===== config.mk =====
export PLATFORM = sky130hd
export DESIGN_NAME = ladybird_lsu
export DESIGN_NICKNAME = d
export VERILOG_FILES = /design/src/rtl/ladybird_lsu.sv
export SDC_FILE = /design/constraint.sdc
export NUM_CORES = 1
export LEC_CHECK = 0
export ABC_AREA = 1
export CORE_AREA = 5 5 135 169
export DETAILED_ROUTE_END_ITERATION = 8
export DIE_AREA = 0 0 140 174
export PLACE_DENSITY_LB_ADDON = 0.1
export SLEW_MARGIN = 15
export SYNTH_ARGS = -nofsm -noshare
export SYNTH_HDL_FRONTEND = slang
export SYNTH_SLANG_ARGS = --single-unit

===== constraint.sdc =====
create_clock -name clk -period 1.7 [get_ports clk]
set_clock_uncertainty 0.1 [all_clocks]
set_input_delay 0.17 -clock clk [delete_from_list [all_inputs] [get_ports clk]]
set_output_delay 0.17 -clock clk [all_outputs]
set_load 0.05 [all_outputs]

===== src/rtl/ladybird_lsu.sv =====
// ladybird_lsu: single-outstanding load/store unit between the memory stage and the data MMU.
// Optional misaligned-access trap: define LADYBIRD_LSU_MISALIGN_TRAP_EN.
module ladybird_lsu #(
    parameter int unsigned XLEN = 32
) (
    input  logic                clk,
    input  logic                anrst,
    input  logic                nrst,
    input  logic                i_valid,
    output logic                i_ready,
    input  logic [XLEN-1:0]     i_addr,
    input  logic [XLEN-1:0]     i_data,
    input  logic [2:0]          i_funct3,
    input  logic                i_store,
    output logic                o_valid,
    input  logic                o_ready,
    output logic [XLEN-1:0]     o_data,
    output logic                o_error,
    output logic                m_valid,
    input  logic                m_ready,
    output logic [XLEN-1:0]     m_addr,
    output logic [XLEN-1:0]     m_data,
    output logic [XLEN/8-1:0]   m_wstrb,
    input  logic                s_valid,
    output logic                s_ready,
    input  logic [XLEN-1:0]     s_data
);

    typedef enum logic [1:0] {
        IDLE,
        BUS_REQ,
        BUS_RESP,
        DONE
    } state_t;

    state_t              r_state;
    logic [1:0]          r_off;
    logic [2:0]          r_funct3;
    logic                r_store;
    logic                r_i_ready;
    logic                r_o_valid;
    logic [XLEN-1:0]     r_o_data;
    logic                r_o_error;
    logic                r_m_valid;
    logic [XLEN-1:0]     r_m_addr;
    logic [XLEN-1:0]     r_m_data;
    logic [XLEN/8-1:0]   r_m_wstrb;
    logic                r_s_ready;

    logic                w_illegal;
    logic                w_misalign;
    logic [XLEN/8-1:0]   w_strb;
    logic [XLEN-1:0]     w_lane_data;
    logic [7:0]          w_byte;
    logic [15:0]         w_half;
    logic [XLEN-1:0]     w_load_data;

    assign w_illegal = (i_funct3 == 3'b011) || (i_funct3[2:1] == 2'b11) || (i_store && i_funct3[2]);

`ifdef LADYBIRD_LSU_MISALIGN_TRAP_EN
    assign w_misalign = ((i_funct3[1:0] == 2'b01) && i_addr[0]) ||
                        ((i_funct3[1:0] == 2'b10) && (i_addr[1:0] != 2'b00));
`else
    assign w_misalign = 1'b0;
`endif

    always_comb begin
        w_strb      = '0;
        w_lane_data = i_data;
        case (i_funct3[1:0])
            2'b00: begin
                w_strb      = 4'b0001 << i_addr[1:0];
                w_lane_data = {4{i_data[7:0]}};
            end
            2'b01: begin
                w_strb      = 4'b0011 << {i_addr[1], 1'b0};
                w_lane_data = {2{i_data[15:0]}};
            end
            default: begin
                w_strb      = '1;
                w_lane_data = i_data;
            end
        endcase
        if (!i_store) begin
            w_strb = '0;
        end
    end

    assign w_byte = s_data[{r_off, 3'b000} +: 8];
    assign w_half = s_data[{r_off[1], 4'b0000} +: 16];

    always_comb begin
        w_load_data = s_data;
        case (r_funct3)
            3'b000:  w_load_data = {{(XLEN-8){w_byte[7]}}, w_byte};
            3'b100:  w_load_data = {{(XLEN-8){1'b0}}, w_byte};
            3'b001:  w_load_data = {{(XLEN-16){w_half[15]}}, w_half};
            3'b101:  w_load_data = {{(XLEN-16){1'b0}}, w_half};
            default: w_load_data = s_data;
        endcase
    end

    // The synchronous clear duplicates the asynchronous reset values exactly.
    always_ff @(posedge clk or negedge anrst) begin
        if (!anrst) begin
            r_state   <= IDLE;
            r_off     <= '0;
            r_funct3  <= '0;
            r_store   <= 1'b0;
            r_i_ready <= 1'b1;
            r_o_valid <= 1'b0;
            r_o_data  <= '0;
            r_o_error <= 1'b0;
            r_m_valid <= 1'b0;
            r_m_addr  <= '0;
            r_m_data  <= '0;
            r_m_wstrb <= '0;
            r_s_ready <= 1'b0;
        end else if (!nrst) begin
            r_state   <= IDLE;
            r_off     <= '0;
            r_funct3  <= '0;
            r_store   <= 1'b0;
            r_i_ready <= 1'b1;
            r_o_valid <= 1'b0;
            r_o_data  <= '0;
            r_o_error <= 1'b0;
            r_m_valid <= 1'b0;
            r_m_addr  <= '0;
            r_m_data  <= '0;
            r_m_wstrb <= '0;
            r_s_ready <= 1'b0;
        end else begin
            case (r_state)
                IDLE: begin
                    if (i_valid) begin
                        r_off     <= i_addr[1:0];
                        r_funct3  <= i_funct3;
                        r_store   <= i_store;
                        r_i_ready <= 1'b0;
                        if (w_illegal || w_misalign) begin
                            r_o_valid <= 1'b1;
                            r_o_data  <= '0;
                            r_o_error <= 1'b1;
                            r_state   <= DONE;
                        end else begin
                            r_m_valid <= 1'b1;
                            r_m_addr  <= {i_addr[XLEN-1:2], 2'b00};
                            r_m_data  <= w_lane_data;
                            r_m_wstrb <= w_strb;
                            r_state   <= BUS_REQ;
                        end
                    end
                end
                BUS_REQ: begin
                    if (m_ready) begin
                        r_m_valid <= 1'b0;
                        r_s_ready <= 1'b1;
                        r_state   <= BUS_RESP;
                    end
                end
                BUS_RESP: begin
                    if (s_valid) begin
                        r_s_ready <= 1'b0;
                        r_o_valid <= 1'b1;
                        r_o_error <= 1'b0;
                        r_o_data  <= r_store ? '0 : w_load_data;
                        r_state   <= DONE;
                    end
                end
                DONE: begin
                    if (o_ready) begin
                        r_o_valid <= 1'b0;
                        r_i_ready <= 1'b1;
                        r_state   <= IDLE;
                    end
                end
                default: r_state <= IDLE;
            endcase
        end
    end

    assign i_ready = r_i_ready;
    assign o_valid = r_o_valid;
    assign o_data  = r_o_data;
    assign o_error = r_o_error;
    assign m_valid = r_m_valid;
    assign m_addr  = r_m_addr;
    assign m_data  = r_m_data;
    assign m_wstrb = r_m_wstrb;
    assign s_ready = r_s_ready;

endmodule


==> results.ini, run 1 <==
[status]
outcome = finished, final reports clean

[worst_setup_path]
r2r_start = r_state[1]
worstSetupStartpointType = register
critical_path_arrival_ns = 1.90
worstRegToRegCells = 10
cp-end-kind = register
cp.required_ns = 1.90
crit_fanout = 6
r2r_slack_ns = 0.001
critPathKind = reg -> reg
r2r_end = o_data[18]

[cts]
clkLatencyLatePin_ns = 0.35
cts_sinks = 111
cts_max_level = 3
clk_pin_slew_worst_paths_ns = 0.08
cts_buffers = 9
clk_path_buf_depth = 2
cts_root_buf = clkbuf_16
cts_tree = done

[layout]
area_growth_pct = 50.7
stdcell_count = 1241
diodes = 0
fin_area_mm2 = 0.00871
finalNetCount = 1070
fillers = 2187
drive_gt1_share_pct = 24.5

[routing]
ant_nets = 0
first_pass_iters = 5
wl_um = 20200
drtIter0Drc = 292
vias = 5564
remaining_drc_errors = 0
viasPerCell = 4.48
detail_route.wl_per_cell_um = 16.3

[sta]
rsz0062_at_grt = yes
timing.fmax_mhz = 589
hold_viol_final = 0
period_minus_slack_ns = 1.70
setup_viol = 0
timing.final.crit_share_pct = 99.9
slew_viol_final = 0

[global_route]
grt_max_degree = 63
grt_use_total_pct = 16.5
first_global_vias = 5732
grt_pass1_wl_um = 32300
gr-total-overflow = 0
antenna_found_initial = 0

[floorplanning]
fp.dieH_um = 174
die_area_mm2 = 0.0244
num_io_pins = 212
rows = 60
die_w_um = 140
coreArea_mm2 = 0.0212
start_util_pct = 27.3

[place]
port_buffers = 209
dp.final_hpwl_um = 14700
gp_congestion = 0.858
dpl_cell_area_mm2 = 0.00818
placedCellCount = 1216

[hold_path]
hold_class = in -> reg
min_from = nrst
holdPathStages = 5
hold_end = r_state[1]

[run]
cap_viol_max_count = 0

[yosys]
ys_seq_elements = 111
synthCells = 717
synth_largest_area_cell = dfrtp_1
synth_top_area_share_pct = 47.6
avgSynthCellArea_um2 = 8.07
synthDistinctLibCells = 37
syn-cell-area_mm2 = 0.00578
synthTopCellsByArea = dfrtp_1, nand2_1, nand3_1
yosysWarnings = 0
seq_area_frac_synth_pct = 48.1

[power_and_ir_drop]
peakVddDrop_v = 0.000505
power_leakage_nw = 4.39
cellPowerDensity_mw_per_mm2 = 1250

[layer usage]
layer	GRT usage (%)	vias up	part of all wire, %
met5	0	-	0
met4	3.72	0	1.2
met3	5.37	17	7.2
met1	21.0	2577	43
met2	27.5	153	49
li1	-	2817	-
[critical path: stages, from the launching register on]
cell	delay, ns
dfrtp_1	0.41
buf_6	0.13
ha_4	0.17
nand3_4	0.09
nand2_4	0.07
nor2_8	0.13
nand2_8	0.13
nor2_4	0.14
buf_6	0.14
nand3_2	0.06
nand2_1	0.07
[cells in the mapped netlist, drive strengths merged]
cell type and instances:
o31ai 9, buf 33, mux2i 8, o211ai 20, conb 1, inv 37, nand3b 2, a21oi 3
nand4 3, clkinv 2, nand3 84, nor3 9, ha 4, nand2 266, nor2 64, o22ai 2
o21ai 51, dfstp 1, or2 1, dfrtp 110, clkbuf 7
[logic make-up after synthesis]
kind of cell    synth area share, %
flops                          48.1
mux                            1.38
buf+inv                        7.66
fa+ha+maj                     0.865
other cells                  0.0648
simple gates                   32.4
compound gates                 9.56
[stage by stage]
| stage | hold WS [ns] | setup TNS (ns) | utilization [%] | power, W | worst slack (ns) |
|---|---|---|---|---|---|
| 2_1_floorplan | -0.226 | 0 | - | 0.00655 | 0.0496 |
| 3_3_place_gp | 0.0953 | -1.49 | 38.6 | 0.00844 | -0.0426 |
| 3_5_place_dp | 0.0992 | -7.48 | 38.6 | 0.00844 | -0.115 |
| 4_1_cts | 0.233 | -0.00174 | 40.5 | 0.0109 | -0.00174 |
| 5_1_grt | 0.255 | -1.09 | 41.2 | 0.0116 | -0.0642 |
| 6_report | 0.247 | 0 | 41.2 | 0.0109 | 0.00137 |
[cells in the final DEF (no fill, tap or decap), drive strengths merged]
master / instances
inv: 39
o22ai: 2
dlygate4sd3: 1
buf: 162
clkdlybuf4s50: 104
bufinv: 1
ha: 4
nor2: 65
nand3: 84
conb: 2
clkbuf: 11
nand3b: 2
or2: 1
mux2i: 8
a21oi: 3
clkinv: 4
nand2: 266
dfrtp: 110
dfstp: 1
nor3: 9
o31ai: 9
o211ai: 20
nand4: 3
o21ai: 51
[how the worst max path moves through the flow]
stage | to | start | slack [ns] | depth (start not counted)
4_1_cts | o_data[31] | r_state[1] | -0.002 | 9
3_5_place_dp | m_data[22] | i_funct3[1] | -0.12 | 10
5_1_grt | o_data[18] | r_state[1] | -0.06 | 10
2_1_floorplan | o_data[16] | r_state[0] | 0.05 | 11
3_3_place_gp | m_data[22] | i_funct3[1] | -0.04 | 10
6_report | o_data[18] | r_state[1] | 0.001 | 10
[state kept, by name, summed over array words and instances, names as in the netlist]
name,flops
i_ready,1
m_addr,30
m_data,32
m_valid,1
m_wstrb,4
o_data,32
o_error,1
o_valid,1
r_funct3,3
r_off,2
r_state,2
r_store,1
s_ready,1
[final cells by class]
class / count / area [um^2] / area share [%]
Clock buffer: 9 / 225 / 2.58
Clock inverter: 5 / 67.6 / 0.775
Inverter: 39 / 158 / 1.81
Multi-Input combinational cell: 529 / 2660 / 30.5
Sequential cell: 111 / 2780 / 31.9
Tap cell: 279 / 349 / 4.01
Timing Repair Buffer: 269 / 2470 / 28.4
[timing repair]
action | CTS | global route
pin swaps | 5 | 8
cloned | 2 | 2
gates resized for setup | 8 | 17
buffers inserted | 1 | 5
hold endpoints to repair | 110 | 0
hold buffers | 1 | 0
setup endpoints to repair | 30 | 44
[power by group]
part	switching (W)	total (W)	internal (W)
combinational	0.00343	0.00539	0.00196
clock	0.00102	0.00217	0.00115
sequential	0.000280	0.00337	0.00309
Note: power is estimated with default switching activity, not from simulation.
==> inputs of run 2 (changes only) <==
--- a/config.mk
+++ b/config.mk
@@ -10,6 +10,7 @@
 export DETAILED_ROUTE_END_ITERATION = 8
 export DIE_AREA = 0 0 140 174
 export PLACE_DENSITY_LB_ADDON = 0.1
+export SKIP_LAST_GASP = 1
 export SLEW_MARGIN = 15
 export SYNTH_ARGS = -nofsm -noshare
 export SYNTH_HDL_FRONTEND = slang
==> results.ini, run 2 (synthesis results as in run 1) <==
[status]
outcome = finished, final reports clean

[cts]
clk_pin_slew_worst_paths_ns = 0.08  ; about the same
cts_root_buf = clkbuf_16
clkLatencyLatePin_ns = 0.35  ; about the same
cts_max_level = 3  ; unchanged
cts_sinks = 111  ; unchanged
clk_path_buf_depth = 2  ; unchanged
cts_buffers = 9  ; unchanged
cts_tree = done

[layout]
area_growth_pct = 50.6  ; about the same
final_cell_mix = nand2_1, buf_4, dfrtp_1, clkdlybuf4s50_1, nand3_1
drive_gt1_share_pct = 24.3  ; -0.21 points
finalNetCount = 1070  ; unchanged
fin_area_mm2 = 0.00871  ; about the same
final_common_cell = nand2_1
diodes = 0  ; unchanged

[floorplanning]
coreArea_mm2 = 0.0212  ; unchanged
start_util_pct = 27.3  ; unchanged
rows = 60  ; unchanged
die_w_um = 140  ; unchanged
die_area_mm2 = 0.0244  ; unchanged
fp.dieH_um = 174  ; unchanged
num_io_pins = 212  ; unchanged

[worst_setup_path]
critPathKind = reg -> reg
path_buf_inv = 2  ; unchanged
critPathTopFamily = simple AND/OR/NAND/NOR gates
worstPathCellList = buf_6 -> ha_4 -> nand3_4 -> nand2_4 -> nor2_8 -> nand2_8 -> nor2_4 -> buf_6 -> nand3_2 -> nand2_1
cp-end-kind = register
cp.required_ns = 1.90  ; about the same
worstSetupStartpointType = register
crit_top_cell = buf_6
critical_path_arrival_ns = 1.90  ; about the same
crit_fanout = 6  ; unchanged
slowest_stage = dfrtp_1
critical_path.max_stage_delay_ns = 0.41  ; about the same

[power_and_ir_drop]
power_leakage_nw = 4.39  ; about the same
cellPowerDensity_mw_per_mm2 = 1250  ; about the same
power_w = 0.0109  ; about the same
peakVddDrop_v = 0.000503  ; -0.40%

[routing]
first_pass_iters = 5  ; unchanged
detail_route.wl_per_cell_um = 16.3  ; about the same
wl_um = 20200  ; about the same
remaining_drc_errors = 0  ; unchanged
vias = 5577  ; +0.23%
ant_nets = 0  ; unchanged
drtIter0Drc = 259  ; -11%
viasPerCell = 4.49  ; +0.23%

[sta]
slew_viol_final = 0  ; unchanged
timing.final.crit_share_pct = 100  ; about the same
whs_ns = 0.248  ; +0.000496 ns
period_minus_slack_ns = 1.70  ; +0.000803 ns
fin_ws_ns = 0.000567  ; -0.000803 ns
setup_viol = 0  ; unchanged
hold_viol_final = 0  ; unchanged
timing.fmax_mhz = 588  ; about the same
rsz0062_at_grt = yes
setup_tns_ns = 0  ; unchanged

[global_route]
gr-total-overflow = 0  ; unchanged
first_global_vias = 5732  ; unchanged
grt_use_total_pct = 16.5  ; unchanged
grt_max_degree = 63  ; unchanged
grt_pass1_wl_um = 32300  ; unchanged
antenna_found_initial = 0  ; unchanged

[place]
dpl_cell_area_mm2 = 0.00818  ; unchanged
dp_slack_ns = -0.115  ; unchanged
gp_congestion = 0.858  ; unchanged
dp.final_hpwl_um = 14700  ; unchanged
port_buffers = 209  ; unchanged

[hold_path]
hold_class = in -> reg

[run]
cap_viol_max_count = 0  ; unchanged

[run 2: changes by cell type in the layout (fill, tap and decap cells not counted)]
cell     change
o21ai_1      +1
inv_2        -1
o21ai_2      -1
inv_1        +1
[run 2: repair_timing]
item                                   in CTS  in global routing
setup endpoints to repair                  30                 44
gates cloned                                2                  2
hold buffers                                1                  0
endpoints found under the hold margin     110                  0
resized for setup                           8                 15
buffers inserted                            1                  5
pin swaps                                   5                  8
[run 2: layer usage]
layer | part of all wire, % | vias to the layer above | GRT usage (%) | routed length (um)
met5 | 0 | - | 0 | 0
met4 | 1.4 | 0 | 3.72 | 286
met3 | 7.3 | 20 | 5.37 | 1470
met2 | 48 | 161 | 27.5 | 9760
met1 | 43 | 2578 | 21.0 | 8680
li1 | - | 2818 | - | -
[run 2: area by class of cell]
type,instances,area [um^2]
tap,279,349
clock inverter,5,67.6
sequential,111,2780
fill,2188,12500
clock buffer,9,225
inverter,39,158
multi-input combinational,529,2660
timing repair buffer,269,2470
[run 2: final timing paths]
path / end / start / cells past startpoint / slack, ns
max in group asynchronous: i_ready / anrst / 3 / 0.91
hold reg to reg: m_addr[18] / m_addr[18] / 2 / 0.38
hold / removal: r_state[1] / nrst / 5 / 0.25
min in group asynchronous: o_data[31] / anrst / 3 / 0.26
setup reg to reg: o_data[18] / r_state[1] / 10 / 0.0006
setup / recovery: o_data[18] / r_state[1] / 10 / 0.0006
[run 2: report_power, final]
part,switching [W],internal (W),total [W]
clock network,0.00102,0.00115,0.00217
registers,0.000280,0.00309,0.00337
logic,0.00343,0.00196,0.00538
[run 2: per-stage QoR]
stage	util [%]	instances
floorplan	-	718
global placement	38.6	1216
detailed placement	38.6	1216
CTS	40.5	1234
global route	41.1	1241
finish	41.1	1241
[run 2: worst register-to-register path, delay by kind of cell, from the launching register on]
family	cells	cell delay [ns]
adder cells (fa/ha/maj)	1	0.17
buffers and inverters	2	0.27
flip-flops	1	0.41
AND/OR/NAND/NOR	7	0.70
